### src/rtl/cdb_arbiter_if.sv
// Producer-side result ports and the CDB broadcast bundled for cdb_arbiter.
// The arbiter connects through the slave modport; the driving side uses master.
interface cdb_arbiter_if;
    logic        rdy_in;
    logic        clear;

    logic        alu_en;
    logic [4:0]  alu_rob;
    logic [31:0] alu_val;
    logic        alu_full;

    logic        lsb_en;
    logic [4:0]  lsb_rob;
    logic [31:0] lsb_val;
    logic        lsb_full;

    logic        br_en;
    logic [4:0]  br_rob;
    logic [31:0] br_val;
    logic        br_full;

    logic        cdb_en;
    logic [4:0]  cdb_rob;
    logic [31:0] cdb_val;

    modport master (
        output rdy_in, clear,
        output alu_en, alu_rob, alu_val,
        output lsb_en, lsb_rob, lsb_val,
        output br_en, br_rob, br_val,
        input  alu_full, lsb_full, br_full,
        input  cdb_en, cdb_rob, cdb_val
    );

    modport slave (
        input  rdy_in, clear,
        input  alu_en, alu_rob, alu_val,
        input  lsb_en, lsb_rob, lsb_val,
        input  br_en, br_rob, br_val,
        output alu_full, lsb_full, br_full,
        output cdb_en, cdb_rob, cdb_val
    );
endinterface

### src/rtl/cdb_arbiter.sv
// Common-data-bus arbiter: three per-producer FIFOs (ALU, LSB, BR) drained one
// entry per cycle onto a registered broadcast bus using round-robin priority.
module cdb_arbiter #(
    parameter int DEPTH = 2
) (
    input  logic        clk_in,
    input  logic        rst_in,
    cdb_arbiter_if.slave bus
);
    localparam int unsigned AW   = $clog2(DEPTH);
    localparam int unsigned NSRC = 3;

    typedef enum logic [1:0] {
        SRC_ALU = 2'd0,
        SRC_LSB = 2'd1,
        SRC_BR  = 2'd2
    } src_t;

    logic [NSRC-1:0] push_req;
    logic [4:0]      in_rob [NSRC];
    logic [31:0]     in_val [NSRC];

    logic [36:0]     mem   [NSRC][DEPTH];
    logic [AW-1:0]   head  [NSRC];
    logic [AW-1:0]   tail  [NSRC];
    logic [AW:0]     count [NSRC];

    logic [NSRC-1:0] full;
    logic [NSRC-1:0] elig;
    logic [NSRC-1:0] push;
    logic [NSRC-1:0] pop;
    logic            advance;

    src_t            rr;
    src_t            rr_next;
    src_t            grant_src;
    logic            grant_vld;
    logic [36:0]     grant_entry;
    int unsigned     cand;

    logic            cdb_en_q;
    logic [4:0]      cdb_rob_q;
    logic [31:0]     cdb_val_q;

    assign push_req  = {bus.br_en, bus.lsb_en, bus.alu_en};
    assign in_rob[0] = bus.alu_rob;
    assign in_rob[1] = bus.lsb_rob;
    assign in_rob[2] = bus.br_rob;
    assign in_val[0] = bus.alu_val;
    assign in_val[1] = bus.lsb_val;
    assign in_val[2] = bus.br_val;

    // State only moves on an enabled cycle that is not being reset or flushed.
    assign advance = bus.rdy_in && !rst_in && !bus.clear;

    always_comb begin
        full = '0;
        elig = '0;
        push = '0;
        for (int unsigned i = 0; i < NSRC; i++) begin
            full[i] = (count[i] == (AW+1)'(DEPTH));
            elig[i] = (count[i] != '0);
            push[i] = push_req[i] && !full[i] && advance;
        end
    end

    // Eligibility uses the start-of-cycle count, so a same-cycle push is never granted.
    always_comb begin
        grant_vld = 1'b0;
        grant_src = SRC_ALU;
        cand      = 0;
        for (int unsigned k = 0; k < NSRC; k++) begin
            cand = (32'(rr) + k) % NSRC;
            if (!grant_vld && elig[cand]) begin
                grant_vld = 1'b1;
                grant_src = src_t'(cand[1:0]);
            end
        end
        grant_entry = mem[grant_src][head[grant_src]];
        pop = '0;
        for (int unsigned i = 0; i < NSRC; i++) begin
            pop[i] = grant_vld && advance && (grant_src == src_t'(i[1:0]));
        end
        case (grant_src)
            SRC_ALU: rr_next = SRC_LSB;
            SRC_LSB: rr_next = SRC_BR;
            default: rr_next = SRC_ALU;
        endcase
    end

    always_ff @(posedge clk_in) begin
        for (int unsigned i = 0; i < NSRC; i++) begin
            if (push[i]) begin
                mem[i][tail[i]] <= {in_rob[i], in_val[i]};
            end
        end
    end

    always_ff @(posedge clk_in) begin
        if (rst_in || bus.clear) begin
            for (int unsigned i = 0; i < NSRC; i++) begin
                head[i]  <= '0;
                tail[i]  <= '0;
                count[i] <= '0;
            end
            rr        <= SRC_ALU;
            cdb_en_q  <= 1'b0;
            cdb_rob_q <= '0;
            cdb_val_q <= '0;
        end else if (bus.rdy_in) begin
            for (int unsigned i = 0; i < NSRC; i++) begin
                if (push[i]) begin
                    tail[i] <= tail[i] + AW'(1);
                end
                if (pop[i]) begin
                    head[i] <= head[i] + AW'(1);
                end
                count[i] <= count[i] + (AW+1)'(push[i]) - (AW+1)'(pop[i]);
            end
            if (grant_vld) begin
                cdb_en_q  <= 1'b1;
                cdb_rob_q <= grant_entry[36:32];
                cdb_val_q <= grant_entry[31:0];
                rr        <= rr_next;
            end else begin
                cdb_en_q  <= 1'b0;
            end
        end
    end

    assign bus.alu_full = full[0];
    assign bus.lsb_full = full[1];
    assign bus.br_full  = full[2];
    assign bus.cdb_en   = cdb_en_q;
    assign bus.cdb_rob  = cdb_rob_q;
    assign bus.cdb_val  = cdb_val_q;
endmodule

### src/flat_wrapper.sv
// flat-port wrapper written by rule: the top's interface ports become plain ports
module cdb_arbiter_flat 
#(
    parameter int DEPTH = 2
)
  (clk_in, rst_in, bus_rdy_in, bus_clear, bus_alu_en, bus_alu_rob, bus_alu_val, bus_lsb_en, bus_lsb_rob, bus_lsb_val, bus_br_en, bus_br_rob, bus_br_val, bus_alu_full, bus_lsb_full, bus_br_full, bus_cdb_en, bus_cdb_rob, bus_cdb_val);
  cdb_arbiter_if bus_i ();
  input  logic clk_in;
  input  logic rst_in;
  input wire logic [$bits(bus_i.rdy_in)-1:0] bus_rdy_in;
  input wire logic [$bits(bus_i.clear)-1:0] bus_clear;
  input wire logic [$bits(bus_i.alu_en)-1:0] bus_alu_en;
  input wire logic [$bits(bus_i.alu_rob)-1:0] bus_alu_rob;
  input wire logic [$bits(bus_i.alu_val)-1:0] bus_alu_val;
  input wire logic [$bits(bus_i.lsb_en)-1:0] bus_lsb_en;
  input wire logic [$bits(bus_i.lsb_rob)-1:0] bus_lsb_rob;
  input wire logic [$bits(bus_i.lsb_val)-1:0] bus_lsb_val;
  input wire logic [$bits(bus_i.br_en)-1:0] bus_br_en;
  input wire logic [$bits(bus_i.br_rob)-1:0] bus_br_rob;
  input wire logic [$bits(bus_i.br_val)-1:0] bus_br_val;
  output wire logic [$bits(bus_i.alu_full)-1:0] bus_alu_full;
  output wire logic [$bits(bus_i.lsb_full)-1:0] bus_lsb_full;
  output wire logic [$bits(bus_i.br_full)-1:0] bus_br_full;
  output wire logic [$bits(bus_i.cdb_en)-1:0] bus_cdb_en;
  output wire logic [$bits(bus_i.cdb_rob)-1:0] bus_cdb_rob;
  output wire logic [$bits(bus_i.cdb_val)-1:0] bus_cdb_val;
  assign bus_i.rdy_in = bus_rdy_in;
  assign bus_i.clear = bus_clear;
  assign bus_i.alu_en = bus_alu_en;
  assign bus_i.alu_rob = bus_alu_rob;
  assign bus_i.alu_val = bus_alu_val;
  assign bus_i.lsb_en = bus_lsb_en;
  assign bus_i.lsb_rob = bus_lsb_rob;
  assign bus_i.lsb_val = bus_lsb_val;
  assign bus_i.br_en = bus_br_en;
  assign bus_i.br_rob = bus_br_rob;
  assign bus_i.br_val = bus_br_val;
  assign bus_alu_full = bus_i.alu_full;
  assign bus_lsb_full = bus_i.lsb_full;
  assign bus_br_full = bus_i.br_full;
  assign bus_cdb_en = bus_i.cdb_en;
  assign bus_cdb_rob = bus_i.cdb_rob;
  assign bus_cdb_val = bus_i.cdb_val;
  cdb_arbiter #(.DEPTH(DEPTH)) u_core (.clk_in(clk_in), .rst_in(rst_in), .bus(bus_i));
endmodule
### config.mk
export PLATFORM = sky130hd
export DESIGN_NAME = cdb_arbiter_flat
export DESIGN_NICKNAME = d
export VERILOG_FILES = /design/src/rtl/cdb_arbiter_if.sv /design/src/rtl/cdb_arbiter.sv /design/src/flat_wrapper.sv
export SDC_FILE = /design/constraint.sdc
export NUM_CORES = 1
export LEC_CHECK = 0
export CAP_MARGIN = 5
export CORE_MARGIN = 2
export CORE_UTILIZATION = 26
export DETAILED_ROUTE_END_ITERATION = 7
export PLACE_DENSITY = 0.43
export SLEW_MARGIN = 20
export SYNTH_ARGS = -nofsm -noshare
export SYNTH_HDL_FRONTEND = slang
export SYNTH_SLANG_ARGS = --single-unit
### constraint.sdc
create_clock -name clk_in -period 3.83 [get_ports clk_in]
set_input_delay 0.766 -clock clk_in [delete_from_list [all_inputs] [get_ports clk_in]]
set_output_delay 0.766 -clock clk_in [all_outputs]
set_load 0.1 [all_outputs]
; ---- Word level (Yosys, flattened, before mapping)
; Memory sizes are Yosys's and may differ from the RTL's.
; Index checks and enable logic that the tools add are counted.
[word_totals]
out_inout_bits = 41
memories = 4
in_bits = 118
ram_bits = 234
regBits = 40
elab_cells = 147
[mem_list]
columns = name, words, word_bits, rd, rd_ports_with_merged_regs, wr, line_no
row1 = u_core.mem, 3, 74, 1, 0, 3, cdb_arbiter.sv:23  ; logic [36:0] mem [NSRC][DEPTH];
row2 = u_core.count, 3, 2, 3, 0, 3, cdb_arbiter.sv:26  ; logic [AW:0] count [NSRC];
row3 = u_core.head, 3, 1, 4, 0, 3, cdb_arbiter.sv:24  ; logic [AW-1:0] head [NSRC];
row4 = u_core.tail, 3, 1, 3, 0, 3, cdb_arbiter.sv:25  ; logic [AW-1:0] tail [NSRC];
[op_classes]
n_bitwise = 13
mux = 64
n_reduce_logical = 30
addsub = 14
n_eq_ne = 5
order_cmp = 10
div_mod_pow = 3
[ops]
columns = operator, n
row1 = 37-bit 2-to-1 mux, 6
row2 = 74-bit 2-to-1 mux, 3
row3 = 37-bit demux with 1-bit select, 3
row4 = "32-bit by 3-bit < comparator with 1-bit output, second input constant", 3
row5 = "32-bit by 2-bit modulo with 32-bit output, second input constant", 2
row6 = 1-bit 2-to-1 mux, 42
row7 = "2-bit by 2-bit modulo with 32-bit output, second input constant", 1
row8 = 1-bit logical AND, 17
row9 = 2-bit 2-to-1 mux, 6
row10 = 1-bit bitwise OR, 9
row11 = "2-bit equality test, second input constant", 4
row12 = "2-bit >= comparator, second input constant", 4
row13 = 1-bit NOT with 2-bit output, 4
row14 = 1-bit zero test, 7
row15 = "1-bit adder, second input constant", 6
row16 = 2-bit by 1-bit adder with 2-bit output, 3
row17 = 1-bit binary-select mux with 2-bit select, 3
row18 = "2-bit by 1-bit < comparator with 1-bit output, second input constant", 3
row19 = 2-bit nonzero test, 3
row20 = 2-bit by 1-bit subtractor with 2-bit output, 3
row21 = 2-bit one-hot mux with 2 select lines, 1
row22 = "2-bit by 1-bit adder with 3-bit output, second input constant", 1
row23 = "2-bit by 2-bit adder with 3-bit output, second input constant", 1
row24 = "2-bit by 1-bit equality test with 1-bit output, second input constant", 1
row25 = other kinds (3), 3

; ---- Longest topological paths before layout
; An unclocked memory read counts as a cell.
[depth]
depth_word = 18
mapped_depth = 16

; ---- Worst setup path before layout
; No wires, ideal clock.
[synth_path]
path_type = register -> register
start = memory u_core.count[0][5] (netlist bit)
end = memory u_core.mem[2][37] (netlist bit), enable pin
stages_incl_launch_ff = 4
period_less_slack_ns = 3.331
path_buffers = 0
setup_ns = 0.431
arrival_time_ns = 2.900
t_required_ns = 3.399
path_slack_ns = 0.499
path_cell_list = edfxtp_1 -> nor2b_1 -> nand3b_1 -> nor2_1
[synth_lines]
columns = item, line_no
row1 = from (decl), cdb_arbiter.sv:26
row2 = to (decl), cdb_arbiter.sv:23

; ---- Final worst setup path
[layout_path]
start = register u_core.rr[0]
end = register u_core.cdb_val_q[7], in the netlist u_core.bus.cdb_val[7]
[layout_between]
elab_chain_cells = 15
[layout_rtl]
columns = item, line_no
row1 = from (decl), cdb_arbiter.sv:34  ; src_t rr;
row2 = from (signal assigned), cdb_arbiter.sv:124  ; rr <= rr_next;
row3 = "parallel branches: the longest is 15 deep, another holds 32-bit by 2-bit modulo with 32-bit output", n/a
row4 = to (signal assigned), cdb_arbiter.sv:123  ; cdb_val_q <= grant_entry[31:0];
row5 = to (decl), cdb_arbiter.sv:43  ; logic [31:0] cdb_val_q;
; Parallel ways; which one is timed is not known. The select of a mux whose other input is x is not followed.
; A chain may end at the register's enable or synchronous reset.

==> flow_summary_export.csv <==
group,metric,value,unit
status,outcome,"completed",
pwr,p_clk_frac,0.417,
floorplanning,start_util,0.2632,
worst_setup_path,crit_path_top_delay_cell,"and3_4",
pwr,p_sw,1.644,mW
global_routing,grt_pass1_vias,6459,
global_routing,grt_pass1_wl,41120,um
worst_setup_path,cp_top_family,"simple AND/OR/NAND/NOR gates",
pwr,pwr_density_cell,509.8,mW/mm^2
floorplanning,die_w,204.3,um
run,cap_violations,0,
logic_synthesis,synthesis.area,0.01043,sq mm
cells_and_area,num-nets-final,944,
sta,worst_pin_slew,1064,ps
drt,ant_nets,0,
sta,period_share,0.7843,
cts,root_buffer,"clkbuf_16",
logic_synthesis,syn-num-nets,767,
cts,h-tree-depth,1,
drt,drtIter0Drc,267,
placement,placed_area,0.01283,sq mm
drt,dr.pass1.iters,6,
sta,tns,0,ps
cts,clock-sinks,274,
drt,vias_per_cell,4.511,
worst_setup_path,cp_max_fo,20,
worst_setup_path,crit_type,"flop to flop",
floorplanning,num_rows,73,
pwr,p_leak,4.649,nW
cts,cts_made_buffers,30,
worst_setup_path,slowest_delay,560,ps
cts,clock_latency,560,ps
placement,port_buffers,158,
cts,post_cts_buffers,0,
floorplanning,io_pins,159,
worst_setup_path,cp_num_buf_inv,2,
worst_setup_path,start_kind,"flop",
sta,slew_violations,0,
cts,cts_hold_buf,0,
pwr,peakVddDrop,0.2818,mV
cts,cts_tree,"done",
logic_synthesis,synth_cell_types,45,
cts,cts.clk_slew.worst_paths,60,ps
worst_setup_path,crit_chain,"inv_1, ha_1, nor3b_2, o21ai_2, o31ai_2, and3_4, buf_12, mux2i_1, o211ai_1",
sta,maxSlewHeadroom,0.2886,
sta,finalHoldViolations,0,
global_routing,antenna_found_initial,3,
sta,period_minus_slack,3004,ps
drt,routed-via-count,6175,
min_path,hold_path_class,"flop to flop",
floorplanning,die_area,0.04175,sq mm
drt,totalWireLength,27900,um
worst_setup_path,worst_ep_required_time,4250,ps
logic_synthesis,yosysSeqAreaShare,0.7502,
drt,drc_errors,0,
logic_synthesis,synth-async-reset-ratio,0,
global_routing,overflow,0,
floorplanning,die_h,204.3,um
cells_and_area,finalInstanceArea,0.01387,sq mm
cells_and_area,synthToLayoutAreaGrowth,32.95,%
logic_synthesis,synth_seq_cells,274,
sta,timing.hold.ws,488.4,ps
pwr,sequentialPowerShare,0.472,
placement,routabilityCongestion,0.7097,
logic_synthesis,synth_warnings,0,
drt,wl_per_cell,20.38,um
worst_setup_path,worstReg2RegStart,"u_core.rr[0]",
cells_and_area,fin_util,0.3499,
logic_synthesis,synth_edf_count,234,
logic_synthesis,avgSynthCellArea,16.28,sq um
cts,clk_path_buf_depth,3,
logic_synthesis,syn_inst,641,
worst_setup_path,endpoint_kind,"flop",
cells_and_area,drive_above_1_share,0.1152,
placement,dp_hpwl,17910,um
min_path,min_from,"u_core.bus.cdb_en",
pwr,share_comb_of_total_power,0.111,
worst_setup_path,crit_arrival,3420,ps
logic_synthesis,synth-main-ff-cell,"edfxtp_1",
sta,rsz0062_at_grt,"no",
global_routing,grt_max_degree,51,
pwr,finalPower,7.072,mW
pwr,p_int,5.427,mW
floorplanning,core-area,0.03964,sq mm
global_routing,grt.total_usage,0.1335,
sta,fmax,332.9,MHz
cts,cts.repair.resized,0,
sta,setup_viol,0,
worst_setup_path,crit_path_start,"u_core.rr[0]",
sta,finClkSkew,14.33,ps
pwr,swShare,0.2325,
==> Yosys cell counts (2+ instances only) <==
library cell  instances  area share
mux2i_1              37       0.035
and2_1                5      0.0030
buf_2                 9      0.0043
clkbuf_1             24      0.0086
nor2_1               17      0.0061
xnor2_1               3      0.0025
o21ai_0               2     0.00096
nor3_1                5      0.0024
nand2_1              45       0.016
ha_1                  8      0.0096
nand2b_1              3      0.0018
or2_2                 2      0.0012
xor2_1                3      0.0025
a21oi_1               2     0.00096
and3_1                4      0.0024
o22ai_1               3      0.0018
dfxtp_1              40       0.077
edfxtp_1            234        0.67
a22oi_1              37       0.027
o211ai_1             37       0.027
buf_6                 3      0.0032
or3_1                 3      0.0018
nor2b_1               3      0.0018
nand3b_1              4      0.0029
inv_1                15      0.0054
a22o_1               74       0.062
==> cell usage in the layout (no fill, tap or decap), types with 8 or more instances in the layout <==
cell / n
buf_12: 8
dfxtp_1: 40
clkbuf_1: 8
clkdlybuf4s50_1: 155
edfxtp_1: 234
o211ai_1: 37
a22o_1: 74
nor2_1: 12
a22oi_1: 37
mux2i_1: 37
inv_1: 15
clkbuf_16: 30
buf_4: 19
ha_1: 8
clkbuf_8: 9
nand2_1: 45
==> power by group through the flow <==
stage / registers, mW / logic (mW) / clock network (mW)
after CTS: 3.34 / 0.803 / 3.05
after global routing: 3.34 / 0.840 / 3.17
after detailed placement: 3.40 / 0.801 / 0
after floorplan: 3.54 / 0.326 / 0
final: 3.34 / 0.786 / 2.95
after global placement: 3.40 / 0.799 / 0
==> worst register-to-register path, delay by kind of cell, from the launching register on <==
| family | cells | cell delay (ps) |
|---|---|---|
| buf+inv | 2 | 330 |
| simple gates | 2 | 840 |
| flops | 1 | 350 |
| mux | 1 | 280 |
| compound gates | 3 | 660 |
| fa+ha+maj | 1 | 410 |
==> state kept, by name, summed over array words and instances (netlist names) <==
register,count
u_core.mem,222
u_core.bus.cdb_val,32
u_core.count,6
u_core.bus.cdb_rob,5
u_core.head,3
u_core.tail,3
u_core.rr,2
u_core.bus.cdb_en,1
==> kinds of logic (layout without fill, tap and decap cells) <==
family	after synthesis	in the layout	synth area share
fa+ha+maj	8	8	0.009594
compound gates	166	166	0.1302
xor+xnor	6	6	0.005037
other cells	0	2	0
flops	274	274	0.7502
mux	37	37	0.03550
simple gates	98	98	0.04749
buf+inv	52	253	0.02194
==> routing by layer <==
metal,vias up,routed length (um),global-route usage
met1,3084,12670,0.1771
li1,2901,-,-
met4,4,517,0.03339
met5,-,26,0
met2,143,13320,0.2217
met3,43,1365,0.02902
==> path summary, 6_finish.rpt <==
kind	end	slack [ps]	depth (start not counted)
setup / recovery	u_core.bus.cdb_val[7]	830	9
hold / removal	u_core.bus.cdb_en	490	2
setup reg to reg	u_core.bus.cdb_val[7]	830	9
hold reg to reg	u_core.bus.cdb_en	490	2
==> cell type report <==
cell class                      count  area [sq um]
Tap cell                          525         656.9
Multi-Input combinational cell    315          2436
Clock buffer                       47         904.6
Clock inverter                      9         131.4
Timing Repair Buffer              182          1854
Fill cell                        3855         25770
Inverter                           15         56.30
Antenna cell                        2         5.005
Sequential cell                   274          7828
==> metrics by stage <==
step / instances / worst slack (ps)
CTS: 1367 / 784.0
detailed placement: 1311 / 462.3
global route: 1367 / 605.4
floorplan: 641 / 499.1
global placement: 1311 / 512.5
finish: 1369 / 826.1
Power figures use the tool's default switching activity.
